[src/rtl/alu_flags_register_pkg.sv]
// alu_flags_register_pkg: shared flag-word layout for the ALU, flag register and control unit.
// Revision: 1.0
`default_nettype none

package alu_flags_register_pkg;

   localparam int FLAGS_W = 5;

   localparam int FLAG_CF = 0;
   localparam int FLAG_PF = 1;
   localparam int FLAG_ZF = 2;
   localparam int FLAG_SF = 3;
   localparam int FLAG_OF = 4;

   // Declared MSB first so the packed bit positions match the FLAG_* indices.
   typedef struct packed {
      logic of_f;
      logic sf_f;
      logic zf_f;
      logic pf_f;
      logic cf_f;
   } flags_t;

   function automatic logic even_parity8(input logic [7:0] value);
      return ~^value;
   endfunction

endpackage

`default_nettype wire

[src/rtl/alu_flag_gen.sv]
// alu_flag_gen: combinational ZF/SF/PF derivation from an ALU result.
// Revision: 1.0
`default_nettype none

module alu_flag_gen
   import alu_flags_register_pkg::*;
#(
   parameter int DATA_W = 8
) (
   input  logic [DATA_W-1:0] alu_result,
   output logic              zero_next,
   output logic              sign_next,
   output logic              parity_next
);

   // Parity follows the 8086 convention: low byte only, whatever DATA_W is.
   assign zero_next   = (alu_result == '0);
   assign sign_next   = alu_result[DATA_W-1];
   assign parity_next = even_parity8(alu_result[7:0]);

endmodule

`default_nettype wire

[src/rtl/alu_flags_register.sv]
// alu_flags_register: ZF/SF/CF/OF/PF status register with ALU update and packed load.
// Revision: 1.0
`default_nettype none

module alu_flags_register
   import alu_flags_register_pkg::*;
#(
   parameter int DATA_W = 8
) (
   input  logic               clk,
   input  logic               rst,
   input  logic [DATA_W-1:0]  alu_result,
   input  logic               carry_in,
   input  logic               overflow_in,
   input  logic               update_flags,
   input  logic               flags_load,
   input  logic [FLAGS_W-1:0] flags_in,
   output logic               zero_flag,
   output logic               sign_flag,
   output logic               carry_flag,
   output logic               overflow_flag,
   output logic               parity_flag,
   output logic [FLAGS_W-1:0] flags_out
);

   flags_t r_flags;
   flags_t w_alu_flags;
   logic   w_zero_next;
   logic   w_sign_next;
   logic   w_parity_next;

   alu_flag_gen #(
      .DATA_W (DATA_W)
   ) u_flag_gen (
      .alu_result  (alu_result),
      .zero_next   (w_zero_next),
      .sign_next   (w_sign_next),
      .parity_next (w_parity_next)
   );

   always_comb begin
      w_alu_flags      = '0;
      w_alu_flags.cf_f = carry_in;
      w_alu_flags.pf_f = w_parity_next;
      w_alu_flags.zf_f = w_zero_next;
      w_alu_flags.sf_f = w_sign_next;
      w_alu_flags.of_f = overflow_in;
   end

   // Load outranks ALU update; every write replaces all five flags together.
   always_ff @(posedge clk or posedge rst) begin
      if (rst) begin
         r_flags <= '0;
      end else if (flags_load) begin
         r_flags <= flags_t'(flags_in);
      end else if (update_flags) begin
         r_flags <= w_alu_flags;
      end
   end

   assign flags_out     = r_flags;
   assign carry_flag    = flags_out[FLAG_CF];
   assign parity_flag   = flags_out[FLAG_PF];
   assign zero_flag     = flags_out[FLAG_ZF];
   assign sign_flag     = flags_out[FLAG_SF];
   assign overflow_flag = flags_out[FLAG_OF];

endmodule

`default_nettype wire

[config.mk]
export PLATFORM = sky130hd
export DESIGN_NAME = alu_flags_register
export DESIGN_NICKNAME = d
export VERILOG_FILES = /design/src/rtl/alu_flags_register_pkg.sv /design/src/rtl/alu_flag_gen.sv /design/src/rtl/alu_flags_register.sv
export SDC_FILE = /design/constraint.sdc
export NUM_CORES = 1
export LEC_CHECK = 0
export ABC_AREA = 1
export CAP_MARGIN = 30
export CORE_AREA = 2 2 40 42
export CTS_BUF_LIST = sky130_fd_sc_hd__clkbuf_2
export DETAILED_ROUTE_END_ITERATION = 10
export DIE_AREA = 0 0 42 44
export MAX_ROUTING_LAYER = met4
export PLACE_DENSITY = 0.8
export SKIP_CTS_REPAIR_TIMING = 1
export SLEW_MARGIN = 15
export SYNTH_ARGS = -nofsm -noshare
export SYNTH_HDL_FRONTEND = slang
export SYNTH_SLANG_ARGS = --single-unit
[constraint.sdc]
create_clock -name clk -period 0.8 [get_ports clk]
set_clock_uncertainty 0.1 [all_clocks]
set_input_delay 0.16 -clock clk [delete_from_list [all_inputs] [get_ports clk]]
set_output_delay 0.16 -clock clk [all_outputs]
set_load 0.005 [all_outputs]
# After elaboration in Yosys (flattened, before gate mapping)
# Index checks and enable logic that the tools add are counted.
totals:
  reg_bits: 5
  in_bits: 19
op_classes:
  muxes: 2
  n_reduce_logical: 3
ops:
  columns: ["cell", "count"]
  rows:
  - ["5-bit two-way mux", 2]
  - ["8-bit zero test", 1]
  - ["8-bit XNOR reduction", 1]
  - ["2-bit nonzero test", 1]

# Depth between registers and ports, before layout
logic_depth:
  word_depth: 3
  depth_mapped: 8
  mapped_depth_nobuf: 8

# Cells and area by module
# Synthesis repeated with hierarchy kept, for this count alone.
hier_totals:
  cells_unflattened: 68
  area_unflattened_um2: 434.2
modules_own_cells:
  columns: ["module", "instances", "cells_each", "area_each_um2"]
  rows:
  - ["alu_flags_register", 1, 33, 264.0]
  - ["alu_flag_gen", 1, 35, 170.2]

# Least setup slack after synthesis
# Ideal clock, no wire load.
synth_timing:
  path_type: "input -> register"
  startpoint: "in alu_result[0]"
  endpoint: "reg r_flags, in the netlist parity_flag"
  setup_time_ns: 0.121
  t_arrival_ns: 0.797
  slack_ns: -0.218
  stages: 8
  path_buffers: 0
  path_cell_list: "inv_1 > ha_1 > inv_1 > nand2_1 > nand2_1 > nand2_1 > nand3_1 > nand2_1"
synth_between:
  elab_chain_cells: 3
synth_rtl:
  columns: ["element", "line_no", "source"]
  rows:
  - ["start, declared", "alu_flags_register.sv:12", "input logic [DATA_W-1:0] alu_result,"]
  - ["8-bit XNOR reduction", "alu_flags_register_pkg.sv:25", "return ~^value;"]
  - ["5-bit two-way mux", "alu_flags_register.sv:56", "end else if (update_flags) begin"]
  - ["5-bit two-way mux", "alu_flags_register.sv:54", "end else if (flags_load) begin"]
  - ["end signal, assigned", "alu_flags_register.sv:55", "r_flags <= flags_t'(flags_in);"]
  - ["end signal, assigned", "alu_flags_register.sv:57", "r_flags <= w_alu_flags;"]
  - ["end, declared", "alu_flags_register.sv:26", "flags_t r_flags;"]
# Every way passes these cells. The select of a mux whose other input is x is not followed.
# A chain may end at the register's enable or synchronous reset.

# Worst setup path after layout
layout_timing:
  startpoint: "reg r_flags, in the netlist sign_flag"
  endpoint: "out sign_flag"
layout_lines:
  columns: ["element", "line_no", "source"]
  rows:
  - ["end, declared", "alu_flags_register.sv:19", "output logic sign_flag,"]
# No word-level cell between the ends.

==> key figures <==
Flow run
  – Max cap viols: 0

Power and ir drop
  – Comb power frac: between 40% and 50%
  – Sw Ratio: 32.4%
  – Flop pwr share: 31.4%
  – Switch Pwr: 308 uW
  – Clock power frac: 26.3%
  – Leak: 0.000447 uW
  – Worst ir drop on vdd: roughly 350 uV
  – Internal Pwr Total: around 640 uW
  – Power per cell area: around 1200 nW/um^2

Placed design
  – DP HPWL: 836 um
  – I/O Buffers: 28
  – Routability Congestion: just under 0.8
  – Placed Area: 769 um^2

Finish
  – Syn-to-layout area delta: 91.7%
  – Final nets: 119
  – Diode count: 0
  – Final non-filler cell area: 808 um^2
  – Share of cells above drive strength 1: 55.8%
  – # fillers: 126

Clocking
  – Root buf cell: clkbuf_2
  – CTS sink cnt: 5
  – Maximum root-to-sink buffer count: 2
  – CTS buffer count: 3
  – H-tree depth: 1
  – TritonCTS clock tree: done
  – Reg clk slew, reported paths: ~0.060 ns
  – Worst-Skew Late Latency: ~0.23 ns

Setup path
  – Worst setup path end: sign_flag
  – R2R cell count: 4
  – Register-to-register setup slack: -0.17 ns
  – Worst Setup SP: sign_flag$_DFFE_PP0P_
  – Critical-path top delay cell: dfrtp_1
  – Worst reg2reg path endpoint: sign_flag$_DFFE_PP0P_
  – Setup crit end kind: output pin
  – Bufs and invs on worst path: 2
  – CP max stage delay: 0.39 ns
  – Data arrival time of the critical path: about 0.84 ns
  – Crit path launch type: flip-flop
  – Crit path cell chain: buf_6 -> buf_6
  – Number of stages on the worst setup path: 2
  – Crit path kind: flip-flop to output pin
  – Crit path top cell by count: buf_6
  – CP Data Required Time: 0.54 ns
  – Worst R2R Start: sign_flag$_DFFE_PP0P_
  – Top delay family on crit path: flip-flops
  – Peak fanout along the critical path: 2

STA
  – Period utilization: 138%
  – Final Max Slew Viols: 0
  – Final min period: 1.10 ns
  – Max-slew headroom: 81.0%
  – Post-route setup slack: -0.303 ns
  – Worst-Margin Slew: roughly 0.28 ns
  – Setup TNS Final: -2.40 ns
  – Setup violators final: 14
  – Fin. Hold Viols: 0
  – Unrepaired setup endpoints after global routing: yes
  – F_max: around 900 MHz

Logic synthesis
  – Distinct cells, synth: 11
  – Synthesized Nets: 85
  – Mapped Area: 422 um^2
  – Synth Area per Inst: 6.80 um^2
  – Post-synthesis cell count: 62
  – Seq cells post-synth: 5
  – Seq/Total Area, Yosys: 29.7%
  – Ys Warns: 0

Global routing
  – First-pass GRT wire length: between 1500 and 2000 um
  – Number of global-route vias before repair: 426
  – GRT Residual Overflow: 0
  – Initial antenna violation count: 0
  – Tot GR Track Use: 12.1%
  – Largest net degree at the start of global routing: 6

Route
  – DRT Wirelength: 1070 um
  – Initial DRT Pass Iterations: 4
  – Vias post-DR: 506
  – DRT iter0 DRCs: 7
  – WL/cell: 9.66 um
  – DRC Markers: 0
  – Post-DRT Antenna Nets: 0
  – Vias per cell: approximately 4.6

Worst hold path
  – HP Class: input port to async pin

Floorplan
  – I/O pins: 29
  – Core box area: 1420 um^2
  – Initial Util: 29.7%
  – Site Rows: 14
  – Die width: 42 um
  – Die Y: roughly 44 um
  – Die ar.: around 1800 um^2

Status
  – Failing checks: setup timing
  – Status: finished, violations left
[cells in the mapped netlist]
library cell | n | area [um^2]
nand2_1 | 23 | 86.3
inv_1 | 15 | 56.3
buf_4 | 5 | 37.5
dfrtp_1 | 5 | 125
ha_1 | 4 | 50.1
nand3_1 | 3 | 15.0
a22oi_1 | 2 | 15.0
nor2_2 | 2 | 12.5
nand4_1 | 1 | 6.26
o211ai_2 | 1 | 12.5
o21ai_1 | 1 | 5.00
[sequential cells by signal, summed over array words and instances (netlist names)]
signal / cells
zero_flag: 1
overflow_flag: 1
parity_flag: 1
sign_flag: 1
carry_flag: 1
[through the flow]
| stage | instances | setup WS, ns | hold slack (ns) | power [uW] | utilization (%) |
|---|---|---|---|---|---|
| floorplan | 62 | -0.108 | -0.161 | 496 | - |
| global placement | 104 | -0.724 | 0.277 | 687 | 54.2 |
| detailed placement | 104 | -0.759 | 0.276 | 698 | 54.2 |
| CTS | 108 | -0.580 | 0.0216 | 948 | 55.6 |
| global route | 111 | -0.339 | 0.0262 | 1020 | 57.0 |
| finish | 111 | -0.303 | 0.0235 | 950 | 57.0 |
[how the worst min path moves through the flow]
stage | end | cells past startpoint | from | slack [ns]
3_5_place_dp | sign_flag$_DFFE_PP0P_ | 2 | rst | 0.28
2_1_floorplan | carry_flag$_DFFE_PP0P_ | 1 | rst | -0.16
4_1_cts | sign_flag$_DFFE_PP0P_ | 2 | rst | 0.02
6_report | sign_flag$_DFFE_PP0P_ | 2 | rst | 0.02
3_3_place_gp | sign_flag$_DFFE_PP0P_ | 2 | rst | 0.28
5_1_grt | sign_flag$_DFFE_PP0P_ | 2 | rst | 0.03
[per-layer routing]
| metal | global-route usage [%] | wire [um] | vias up |
|---|---|---|---|
| li1 | - | - | 249 |
| met1 | 10.6 | 376 | 231 |
| met2 | 20.6 | 566 | 23 |
| met3 | 4.58 | 103 | 3 |
| met4 | 9.68 | 26 | 0 |
| met5 | - | 0 | - |
[cells by family after synthesis]
kind of cell | share of synthesized area, %
and+or+nand+nor | 28.5
adders and majority gates | 11.9
DFF | 29.7
buffers and inverters | 22.3
AOI/OAI and AO/OA | 7.71
[power groups by stage]
stage | Clock [uW] | Sequential, uW | Combinational (uW)
final | 249 | 298 | 403
after global routing | 271 | 302 | 443
after CTS | 253 | 296 | 399
after detailed placement | 0 | 300 | 398
after global placement | 0 | 298 | 389
after floorplan | 0 | 302 | 194
[cells in the final DEF, fill, tap and decap left out]
| cell | instances |
|---|---|
| clkdlybuf4s50_1 | 8 |
| nand3_2 | 1 |
| buf_2 | 1 |
| nand3_1 | 2 |
| dfrtp_1 | 5 |
| nand2_2 | 4 |
| inv_1 | 3 |
| o21ai_1 | 1 |
| buf_4 | 4 |
| dlymetal6s2s_1 | 3 |
| inv_8 | 1 |
| inv_2 | 7 |
| nor2_2 | 1 |
| inv_4 | 4 |
| ha_4 | 4 |
| clkbuf_2 | 15 |
| a22oi_2 | 2 |
| nand4_1 | 1 |
| buf_6 | 7 |
| nor2_4 | 1 |
| nand2_1 | 19 |
| o211ai_2 | 1 |
[cell type report]
cell class,instances,area [um^2],share of cell area [%]
Clock buffer,4,20.0,2.48
Inverter,15,73.8,9.13
Multi-Input combinational cell,37,283,35.0
Sequential cell,5,125,15.5
Tap cell,16,20.0,2.48
Timing Repair Buffer,34,287,35.4
No activity file was read; power rests on OpenSTA's default activity.
